`src/rtl/mips32_pkg.sv`:
```
// -----------------------------------------------------------------------------
// mips32_pkg
// Shared definitions for the MIPS32 unified-memory arbiter:
//   WORD_W              - data word width (32)
//   RID_DATA/FETCH/HOST - requester IDs reported on rid
//   arb_state_e         - arbiter FSM states (ARB, HOST_LOCK)
//   grant_t             - one bit per requester, used for eligibility and grants
// -----------------------------------------------------------------------------
package mips32_pkg;

  localparam int WORD_W = 32;

  localparam logic [1:0] RID_DATA  = 2'd0;
  localparam logic [1:0] RID_FETCH = 2'd1;
  localparam logic [1:0] RID_HOST  = 2'd2;

  typedef enum logic {
    ARB       = 1'b0,
    HOST_LOCK = 1'b1
  } arb_state_e;

  typedef struct packed {
    logic d;  // MEM-stage data port
    logic f;  // IF-stage fetch port
    logic h;  // host/debug port
  } grant_t;

endpackage

```
`src/rtl/mips32_mem_arbiter_if.sv`:
```
// -----------------------------------------------------------------------------
// mips32_mem_arbiter_if
// Bundles the three requester ports, the tagged read response and the RAM
// macro port of the memory arbiter.
//   slave  : arbiter view (requests and mem_rdata in; grants, response, RAM
//            drive out)
//   master : requester/RAM view (the mirror image)
// Parameter ADDR_W: word address width.
// -----------------------------------------------------------------------------
interface mips32_mem_arbiter_if #(
  parameter int ADDR_W = 10
);
  import mips32_pkg::*;

  logic              d_req;
  logic              d_we;
  logic [ADDR_W-1:0] d_addr;
  logic [WORD_W-1:0] d_wdata;
  logic              f_req;
  logic [ADDR_W-1:0] f_addr;
  logic              h_req;
  logic              h_we;
  logic              h_lock;
  logic [ADDR_W-1:0] h_addr;
  logic [WORD_W-1:0] h_wdata;
  logic              halted;

  logic              d_gnt;
  logic              f_gnt;
  logic              h_gnt;
  logic              rvalid;
  logic [1:0]        rid;
  logic [WORD_W-1:0] rdata;

  logic              mem_en;
  logic              mem_we;
  logic [ADDR_W-1:0] mem_addr;
  logic [WORD_W-1:0] mem_wdata;
  logic [WORD_W-1:0] mem_rdata;

  modport slave (
    input  d_req, d_we, d_addr, d_wdata, f_req, f_addr,
           h_req, h_we, h_lock, h_addr, h_wdata, halted, mem_rdata,
    output d_gnt, f_gnt, h_gnt, rvalid, rid, rdata,
           mem_en, mem_we, mem_addr, mem_wdata
  );

  modport master (
    output d_req, d_we, d_addr, d_wdata, f_req, f_addr,
           h_req, h_we, h_lock, h_addr, h_wdata, halted, mem_rdata,
    input  d_gnt, f_gnt, h_gnt, rvalid, rid, rdata,
           mem_en, mem_we, mem_addr, mem_wdata
  );

endinterface

```
`src/rtl/mips32_arb_prio.sv`:
```
// -----------------------------------------------------------------------------
// mips32_arb_prio
// Combinational priority/grant encoder for the memory arbiter.
//   i_elig   - eligible requests (already masked by halt, lock and reset)
//   i_state  - effective arbitration state for this cycle
//   i_starve - host wait counter has reached its limit
//   o_gnt    - one-hot (or zero) grant
// ARB order: starved host, data, fetch, host. HOST_LOCK: host only.
// -----------------------------------------------------------------------------
module mips32_arb_prio
  import mips32_pkg::*;
(
  input  grant_t     i_elig,
  input  arb_state_e i_state,
  input  logic       i_starve,
  output grant_t     o_gnt
);

  always_comb begin
    // NOTE: default every output first so no path through the if-chain can
    // leave it unassigned and infer a latch.
    o_gnt = '0;
    if (i_state == HOST_LOCK) begin
      o_gnt.h = i_elig.h;
    end else if (i_elig.h && i_starve) begin
      o_gnt.h = 1'b1;
    end else if (i_elig.d) begin
      o_gnt.d = 1'b1;
    end else if (i_elig.f) begin
      o_gnt.f = 1'b1;
    end else if (i_elig.h) begin
      o_gnt.h = 1'b1;
    end
  end

endmodule

```
`src/rtl/mips32_mem_arbiter.sv`:
```
// -----------------------------------------------------------------------------
// mips32_mem_arbiter
// Shares one synchronous single-port RAM between the MEM-stage data port,
// the IF-stage fetch port and a host/debug port. Fixed priority with a host
// starvation guard, a host lock mode for bulk loads and tagged read responses.
//   clk  - rising-edge system clock
//   rst  - synchronous reset, active-high
//   bus  - mips32_mem_arbiter_if.slave (requests, grants, response, RAM port)
// Optional build macro MEM_ARB_STATS_EN adds 32-bit wrapping counters
//   stat_d, stat_f, stat_h (grants per port) and stat_conflict (cycles with
//   more than one eligible request).
// -----------------------------------------------------------------------------
module mips32_mem_arbiter
  import mips32_pkg::*;
#(
  parameter int ADDR_W        = 10,
  parameter int HOST_MAX_WAIT = 8
) (
  input  logic                clk,
  input  logic                rst,
  mips32_mem_arbiter_if.slave bus
`ifdef MEM_ARB_STATS_EN
  ,
  output logic [31:0]         stat_d,
  output logic [31:0]         stat_f,
  output logic [31:0]         stat_h,
  output logic [31:0]         stat_conflict
`endif
);

  localparam int WAIT_W = $clog2(HOST_MAX_WAIT + 1);

  arb_state_e        r_state;
  arb_state_e        w_state_next;
  arb_state_e        w_arb_state;
  logic [WAIT_W-1:0] r_host_wait;
  logic              w_locked;
  logic              w_starve;
  grant_t            w_elig;
  grant_t            w_gnt;
  logic              w_mem_we;
  logic [ADDR_W-1:0] w_mem_addr;
  logic [WORD_W-1:0] w_mem_wdata;
  logic [1:0]        w_rd_id;
  logic              r_rvalid;
  logic [1:0]        r_rid;

  // The lock only holds while h_lock stays high; the cycle it drops is
  // already arbitrated under ARB rules.
  assign w_locked    = (r_state == HOST_LOCK) && bus.h_lock;
  assign w_arb_state = w_locked ? HOST_LOCK : ARB;
  assign w_starve    = (r_host_wait == WAIT_W'(HOST_MAX_WAIT));

  // Reset masks every request so no grant or RAM strobe leaks out while rst=1.
  assign w_elig.d = bus.d_req && !w_locked && !rst;
  assign w_elig.f = bus.f_req && !bus.halted && !w_locked && !rst;
  assign w_elig.h = bus.h_req && !rst;

  mips32_arb_prio u_prio (
    .i_elig   (w_elig),
    .i_state  (w_arb_state),
    .i_starve (w_starve),
    .o_gnt    (w_gnt)
  );

  // FSM: state register and next-state logic.
  always_ff @(posedge clk) begin
    // NOTE: sequential state uses non-blocking assignments so every register
    // samples pre-edge values regardless of process ordering.
    if (rst) r_state <= ARB;
    else     r_state <= w_state_next;
  end

  always_comb begin
    w_state_next = r_state;
    unique case (r_state)
      ARB:       if (w_gnt.h && bus.h_lock) w_state_next = HOST_LOCK;
      HOST_LOCK: if (!bus.h_lock)           w_state_next = ARB;
      default:                              w_state_next = ARB;
    endcase
  end

  // Host starvation counter: counts denied host cycles, saturates at the limit.
  always_ff @(posedge clk) begin
    if (rst) begin
      r_host_wait <= '0;
    end else if (bus.h_req && !w_gnt.h) begin
      if (!w_starve) r_host_wait <= r_host_wait + WAIT_W'(1);
    end else begin
      r_host_wait <= '0;
    end
  end

  // RAM drive mux from the granted port; all zero when idle.
  always_comb begin
    w_mem_we    = 1'b0;
    w_mem_addr  = '0;
    w_mem_wdata = '0;
    w_rd_id     = RID_DATA;
    if (w_gnt.d) begin
      w_mem_we    = bus.d_we;
      w_mem_addr  = bus.d_addr;
      w_mem_wdata = bus.d_wdata;
      w_rd_id     = RID_DATA;
    end else if (w_gnt.f) begin
      w_mem_addr  = bus.f_addr;
      w_rd_id     = RID_FETCH;
    end else if (w_gnt.h) begin
      w_mem_we    = bus.h_we;
      w_mem_addr  = bus.h_addr;
      w_mem_wdata = bus.h_wdata;
      w_rd_id     = RID_HOST;
    end
  end

  // Read response tag, aligned with the RAM's one-cycle read latency.
  always_ff @(posedge clk) begin
    if (rst) begin
      r_rvalid <= 1'b0;
      r_rid    <= RID_DATA;
    end else begin
      r_rvalid <= (|w_gnt) && !w_mem_we;
      if ((|w_gnt) && !w_mem_we) r_rid <= w_rd_id;
    end
  end

  assign bus.d_gnt     = w_gnt.d;
  assign bus.f_gnt     = w_gnt.f;
  assign bus.h_gnt     = w_gnt.h;
  assign bus.mem_en    = |w_gnt;
  assign bus.mem_we    = w_mem_we;
  assign bus.mem_addr  = w_mem_addr;
  assign bus.mem_wdata = w_mem_wdata;
  // The response is also forced quiet during rst so a read in flight when
  // reset arrives never surfaces.
  assign bus.rvalid    = r_rvalid && !rst;
  assign bus.rid       = rst ? RID_DATA : r_rid;
  assign bus.rdata     = bus.mem_rdata;

`ifdef MEM_ARB_STATS_EN
  logic [31:0] r_stat_d;
  logic [31:0] r_stat_f;
  logic [31:0] r_stat_h;
  logic [31:0] r_stat_conflict;
  logic        w_conflict;

  assign w_conflict = (w_elig.d && w_elig.f) || (w_elig.d && w_elig.h) ||
                      (w_elig.f && w_elig.h);

  always_ff @(posedge clk) begin
    if (rst) begin
      r_stat_d        <= '0;
      r_stat_f        <= '0;
      r_stat_h        <= '0;
      r_stat_conflict <= '0;
    end else begin
      if (w_gnt.d)    r_stat_d        <= r_stat_d + 32'd1;
      if (w_gnt.f)    r_stat_f        <= r_stat_f + 32'd1;
      if (w_gnt.h)    r_stat_h        <= r_stat_h + 32'd1;
      if (w_conflict) r_stat_conflict <= r_stat_conflict + 32'd1;
    end
  end

  assign stat_d        = r_stat_d;
  assign stat_f        = r_stat_f;
  assign stat_h        = r_stat_h;
  assign stat_conflict = r_stat_conflict;
`endif

endmodule

```
`src/flat_wrapper.sv`:
```
// flat-port wrapper written by rule: the top's interface ports become plain ports
module mips32_mem_arbiter_flat import mips32_pkg::*;
#(
  parameter int ADDR_W        = 10,
  parameter int HOST_MAX_WAIT = 8
)
  (clk, rst, bus_d_req, bus_d_we, bus_d_addr, bus_d_wdata, bus_f_req, bus_f_addr, bus_h_req, bus_h_we, bus_h_lock, bus_h_addr, bus_h_wdata, bus_halted, bus_mem_rdata, bus_d_gnt, bus_f_gnt, bus_h_gnt, bus_rvalid, bus_rid, bus_rdata, bus_mem_en, bus_mem_we, bus_mem_addr, bus_mem_wdata);
  mips32_mem_arbiter_if #(.ADDR_W(ADDR_W)) bus_i ();
  input  logic clk;
  input  logic rst;
  input wire logic [$bits(bus_i.d_req)-1:0] bus_d_req;
  input wire logic [$bits(bus_i.d_we)-1:0] bus_d_we;
  input wire logic [$bits(bus_i.d_addr)-1:0] bus_d_addr;
  input wire logic [$bits(bus_i.d_wdata)-1:0] bus_d_wdata;
  input wire logic [$bits(bus_i.f_req)-1:0] bus_f_req;
  input wire logic [$bits(bus_i.f_addr)-1:0] bus_f_addr;
  input wire logic [$bits(bus_i.h_req)-1:0] bus_h_req;
  input wire logic [$bits(bus_i.h_we)-1:0] bus_h_we;
  input wire logic [$bits(bus_i.h_lock)-1:0] bus_h_lock;
  input wire logic [$bits(bus_i.h_addr)-1:0] bus_h_addr;
  input wire logic [$bits(bus_i.h_wdata)-1:0] bus_h_wdata;
  input wire logic [$bits(bus_i.halted)-1:0] bus_halted;
  input wire logic [$bits(bus_i.mem_rdata)-1:0] bus_mem_rdata;
  output wire logic [$bits(bus_i.d_gnt)-1:0] bus_d_gnt;
  output wire logic [$bits(bus_i.f_gnt)-1:0] bus_f_gnt;
  output wire logic [$bits(bus_i.h_gnt)-1:0] bus_h_gnt;
  output wire logic [$bits(bus_i.rvalid)-1:0] bus_rvalid;
  output wire logic [$bits(bus_i.rid)-1:0] bus_rid;
  output wire logic [$bits(bus_i.rdata)-1:0] bus_rdata;
  output wire logic [$bits(bus_i.mem_en)-1:0] bus_mem_en;
  output wire logic [$bits(bus_i.mem_we)-1:0] bus_mem_we;
  output wire logic [$bits(bus_i.mem_addr)-1:0] bus_mem_addr;
  output wire logic [$bits(bus_i.mem_wdata)-1:0] bus_mem_wdata;
  assign bus_i.d_req = bus_d_req;
  assign bus_i.d_we = bus_d_we;
  assign bus_i.d_addr = bus_d_addr;
  assign bus_i.d_wdata = bus_d_wdata;
  assign bus_i.f_req = bus_f_req;
  assign bus_i.f_addr = bus_f_addr;
  assign bus_i.h_req = bus_h_req;
  assign bus_i.h_we = bus_h_we;
  assign bus_i.h_lock = bus_h_lock;
  assign bus_i.h_addr = bus_h_addr;
  assign bus_i.h_wdata = bus_h_wdata;
  assign bus_i.halted = bus_halted;
  assign bus_i.mem_rdata = bus_mem_rdata;
  assign bus_d_gnt = bus_i.d_gnt;
  assign bus_f_gnt = bus_i.f_gnt;
  assign bus_h_gnt = bus_i.h_gnt;
  assign bus_rvalid = bus_i.rvalid;
  assign bus_rid = bus_i.rid;
  assign bus_rdata = bus_i.rdata;
  assign bus_mem_en = bus_i.mem_en;
  assign bus_mem_we = bus_i.mem_we;
  assign bus_mem_addr = bus_i.mem_addr;
  assign bus_mem_wdata = bus_i.mem_wdata;
  mips32_mem_arbiter #(.ADDR_W(ADDR_W), .HOST_MAX_WAIT(HOST_MAX_WAIT)) u_core (.clk(clk), .rst(rst), .bus(bus_i));
endmodule
```
`config.mk`:
```
export PLATFORM = sky130hd
export DESIGN_NAME = mips32_mem_arbiter_flat
export DESIGN_NICKNAME = d
export VERILOG_FILES = /design/src/rtl/mips32_pkg.sv /design/src/rtl/mips32_mem_arbiter_if.sv /design/src/rtl/mips32_arb_prio.sv /design/src/rtl/mips32_mem_arbiter.sv /design/src/flat_wrapper.sv
export SDC_FILE = /design/constraint.sdc
export NUM_CORES = 1
export LEC_CHECK = 0
export CAP_MARGIN = 15
export CELL_PAD_IN_SITES_DETAIL_PLACEMENT = 1
export CELL_PAD_IN_SITES_GLOBAL_PLACEMENT = 1
export CORE_AREA = 2 2 83 85
export DETAILED_ROUTE_END_ITERATION = 7
export DIE_AREA = 0 0 85 87
export DONT_BUFFER_PORTS = 1
export PLACE_DENSITY_LB_ADDON = 0.1
export SYNTH_ARGS = -nofsm -noshare
export SYNTH_HDL_FRONTEND = slang
export SYNTH_HIERARCHICAL = 1
export SYNTH_SLANG_ARGS = --single-unit
```
`constraint.sdc`:
```
create_clock -name clk -period 3.2 [get_ports clk]
set_input_delay 0.64 -clock clk [delete_from_list [all_inputs] [get_ports clk]]
set_output_delay 0.64 -clock clk [all_outputs]
set_load 0.05 [all_outputs]
```
==> impl_metrics.ini <==
[status]
status = completed

[timing]
fin_ws_ns = 0.1471
tightest_slew_ns = 0.3718
finalCriticalPeriod_ns = 3.053
rsz0062_at_grt = no
relSlewSlack_pct = 75.21
min_period_over_period_pct = 95.40
max_freq_mhz = 327.6
slew_violations = 0
setup_viol = 0
fin_setup_tns_ns = 0
hold_viol = 0
fin_skew_ns = 0.001195

[pwr]
leakage_nw = 0.7019
p_total_uw = 597.6
ir_drop_v = 0.0001663
p_per_area_nw_per_um2 = 356.7

[cts]
cts_hold_buf = 0
clock_latency_ns = 0.23
ctsHtreeMaxLevel = 1
cts_buffer_depth = 2
cts_sinks = 8
clkTransAtPathRegs_ns = 0.04
post_cts_buffers = 0
root_buffer = clkbuf_8
cts_tree = built
post_cts_resized = 0
cts_buffers = 3

[global_route]
grt_pass1_vias = 1301
globalRouteOverflowTotal = 0
grt_max_degree = 35
grt_pass1_wl_um = 6955
antenna_found_initial = 1
grt_use_total_pct = 11.88

[synth]
ys_seq_area_share_pct = 13.09
synth.area.mux_share_pct = 0.8180
synth_cells = 160
synth_simple_gate_area_share_pct = 17.79
synth_top_family_by_area = compound AO/OA/AOI/OAI gates
yosys_register_bits = 8
synth_area_per_cell_um2 = 7.648
synthTopCellsByArea = a22o_1 (23%), buf_4 (20%), dfxtp_1 (13%), a22oi_1 (5.5%), o21ai_0 (4.5%)
yosysWarnings = 6
netlist_area_um2 = 1224
yosysTopAreaCell = a22o_1
synth_xor_area_share_pct = 2.147
synth_edf_count = 0
synth_top_area_share_pct = 22.90
synthArstFlopShare_pct = 0
synthFlopType = dfxtp_1
yosysUniqueCellTypes = 34
syn_nets = 297
synthAdderAreaFrac_pct = 2.045
synth_compound_area_share_pct = 36.91

[critical_path]
worstRegToRegCells = 9
crit_slowest_cell = o31a_2
critical_path_buf_inv_count = 1
start_kind = input pin
rr_endpoint = u_core/r_rid[0]
r2r_slack_ns = 1.10
path_max_fanout = 9
cp_data_arrival_time_ns = 2.41
reg2reg_from = u_core/r_host_wait[0]
path_delay_family = simple AND/OR/NAND/NOR gates
crit_type = input pin to output port
slowest_delay_ns = 0.38
cp-end-kind = output port
cp.required_ns = 2.56
worstPathCellList = and2_1, nor3b_1, nor2_1, o31a_2, and2b_2, a22oi_1, o21ai_2, buf_12

[worst_hold_path]
whs_endpoint = u_core/r_state
hp-class = register to register
hold_start = u_core/r_state
holdPathStages = 2

[detailed_routing]
route.detailed.drc = 0
ant_nets = 0
vias = 1323
dr.first_iter.drc_count = 31
drt_wl_total_um = 5234
viasPerCell = 5.250
first_pass_iters = 4
post_drt_wl_per_cell_um = 20.77

[placement]
hpwl_um = 4178
place_ws_ns = 0.1437
dp_cells = 246
gp_congestion = 0.6829
port_buffers = 0

[die]
die-area_um2 = 7395
io_pins = 217
die_h_um = 87
start_util_pct = 18.63
fp-row-count = 30
die_x_um = 85
design.core.area_um2 = 6569

[final_layout]
fin_nets = 310
fin_cells = 252
syn_to_final_growth_pct = 36.91
drive_gt1_share_pct = 43.86

[job]
max_cap_violations = 0
-- per-layer routing --
metal | vias up | track usage (%) | part of all wire [%]
li1 | 583 | - | -
met3 | 14 | 4.834 | 11
met4 | 0 | 4.185 | 2.1
met1 | 616 | 10.16 | 31
met5 | - | 0 | 0
met2 | 110 | 24.29 | 56
-- metrics by stage --
step / instance area [um2] / hold slack, ns / util, %
2_1_floorplan: 1264 / 0.4552 / -
3_3_place_gp: 1592 / 0.4638 / 24.23
6_report: 1675 / 0.4795 / 25.50
5_1_grt: 1675 / 0.4770 / 25.50
4_1_cts: 1633 / 0.4775 / 24.86
3_5_place_dp: 1592 / 0.4764 / 24.23
-- cells in the final DEF (no fill, tap or decap), types with 2 or more instances in the layout --
master / instances
and3b_1: 2
and2_1: 2
dfxtp_1: 8
buf_4: 38
inv_1: 2
clkbuf_8: 3
nor3b_1: 2
o21ai_2: 10
nor2b_1: 4
nor2_1: 5
ha_1: 2
and2_4: 3
xnor2_1: 2
a22oi_1: 9
nand2b_1: 3
a22o_1: 32
buf_12: 13
nand2_1: 11
-- worst min-delay path: cells and delay by family (launching register included) --
kind	cells	cell delay, ns
flip-flops	1	0.30
AND/OR/NAND/NOR	2	0.13
-- where the power goes --
group | total, mW | switching (mW) | internal, mW
Sequential | 0.105 | 0.00186 | 0.104
Combinational | 0.369 | 0.236 | 0.133
Clock | 0.123 | 0.0416 | 0.0817
Total | 0.598 | 0.279 | 0.318
-- synthesized netlist by cell type (all sizes together), types with 2 or more instances --
cell type	count
clkbuf	8
and2	4
dfxtp	8
nand2	11
inv	2
nand2b	3
and3b	3
nor2	6
a22o	32
nor3b	2
a21oi	2
o21ai	11
xnor2	2
buf	38
nor2b	4
a22oi	9
ha	2
-- layout make-up --
cell class	instances	area (um2)
Antenna cell	1	2.502
Fill cell	770	4893
Multi-Input combinational cell	106	807.0
Timing Repair Buffer	52	556.8
Sequential cell	8	160.2
Clock buffer	3	41.29
Inverter	2	7.507
Tap cell	80	100.1
-- worst max-delay path by stage --
stage / startpoint / end / slack [ns] / cells past startpoint
final: bus_h_lock / bus_mem_addr[4] / 0.15 / 8
after global routing: bus_h_lock / bus_mem_addr[4] / 0.003 / 8
after CTS: u_core/r_host_wait[0] / bus_mem_wdata[17] / 0.07 / 9
after detailed placement: bus_h_lock / bus_mem_addr[4] / 0.14 / 8
after global placement: bus_h_lock / bus_mem_addr[7] / 0.23 / 8
after floorplan: rst / bus_mem_addr[0] / 0.03 / 6
-- sequential cells by signal, indices dropped and copies added (netlist names) --
name and flops:
u_core/r_state 1, u_core/r_rvalid 1, u_core/r_rid 2, u_core/r_host_wait 4
-- cells by family after synthesis --
group                      count (synthesis)
AOI/OAI and AO/OA                         59
and+or+nand+nor                           39
buffers and inverters                     48
muxes                                      1
adders and majority gates                  2
xor gates and xnor gates                   3
DFF                                        8
Note: power is estimated with default switching activity, not from simulation.
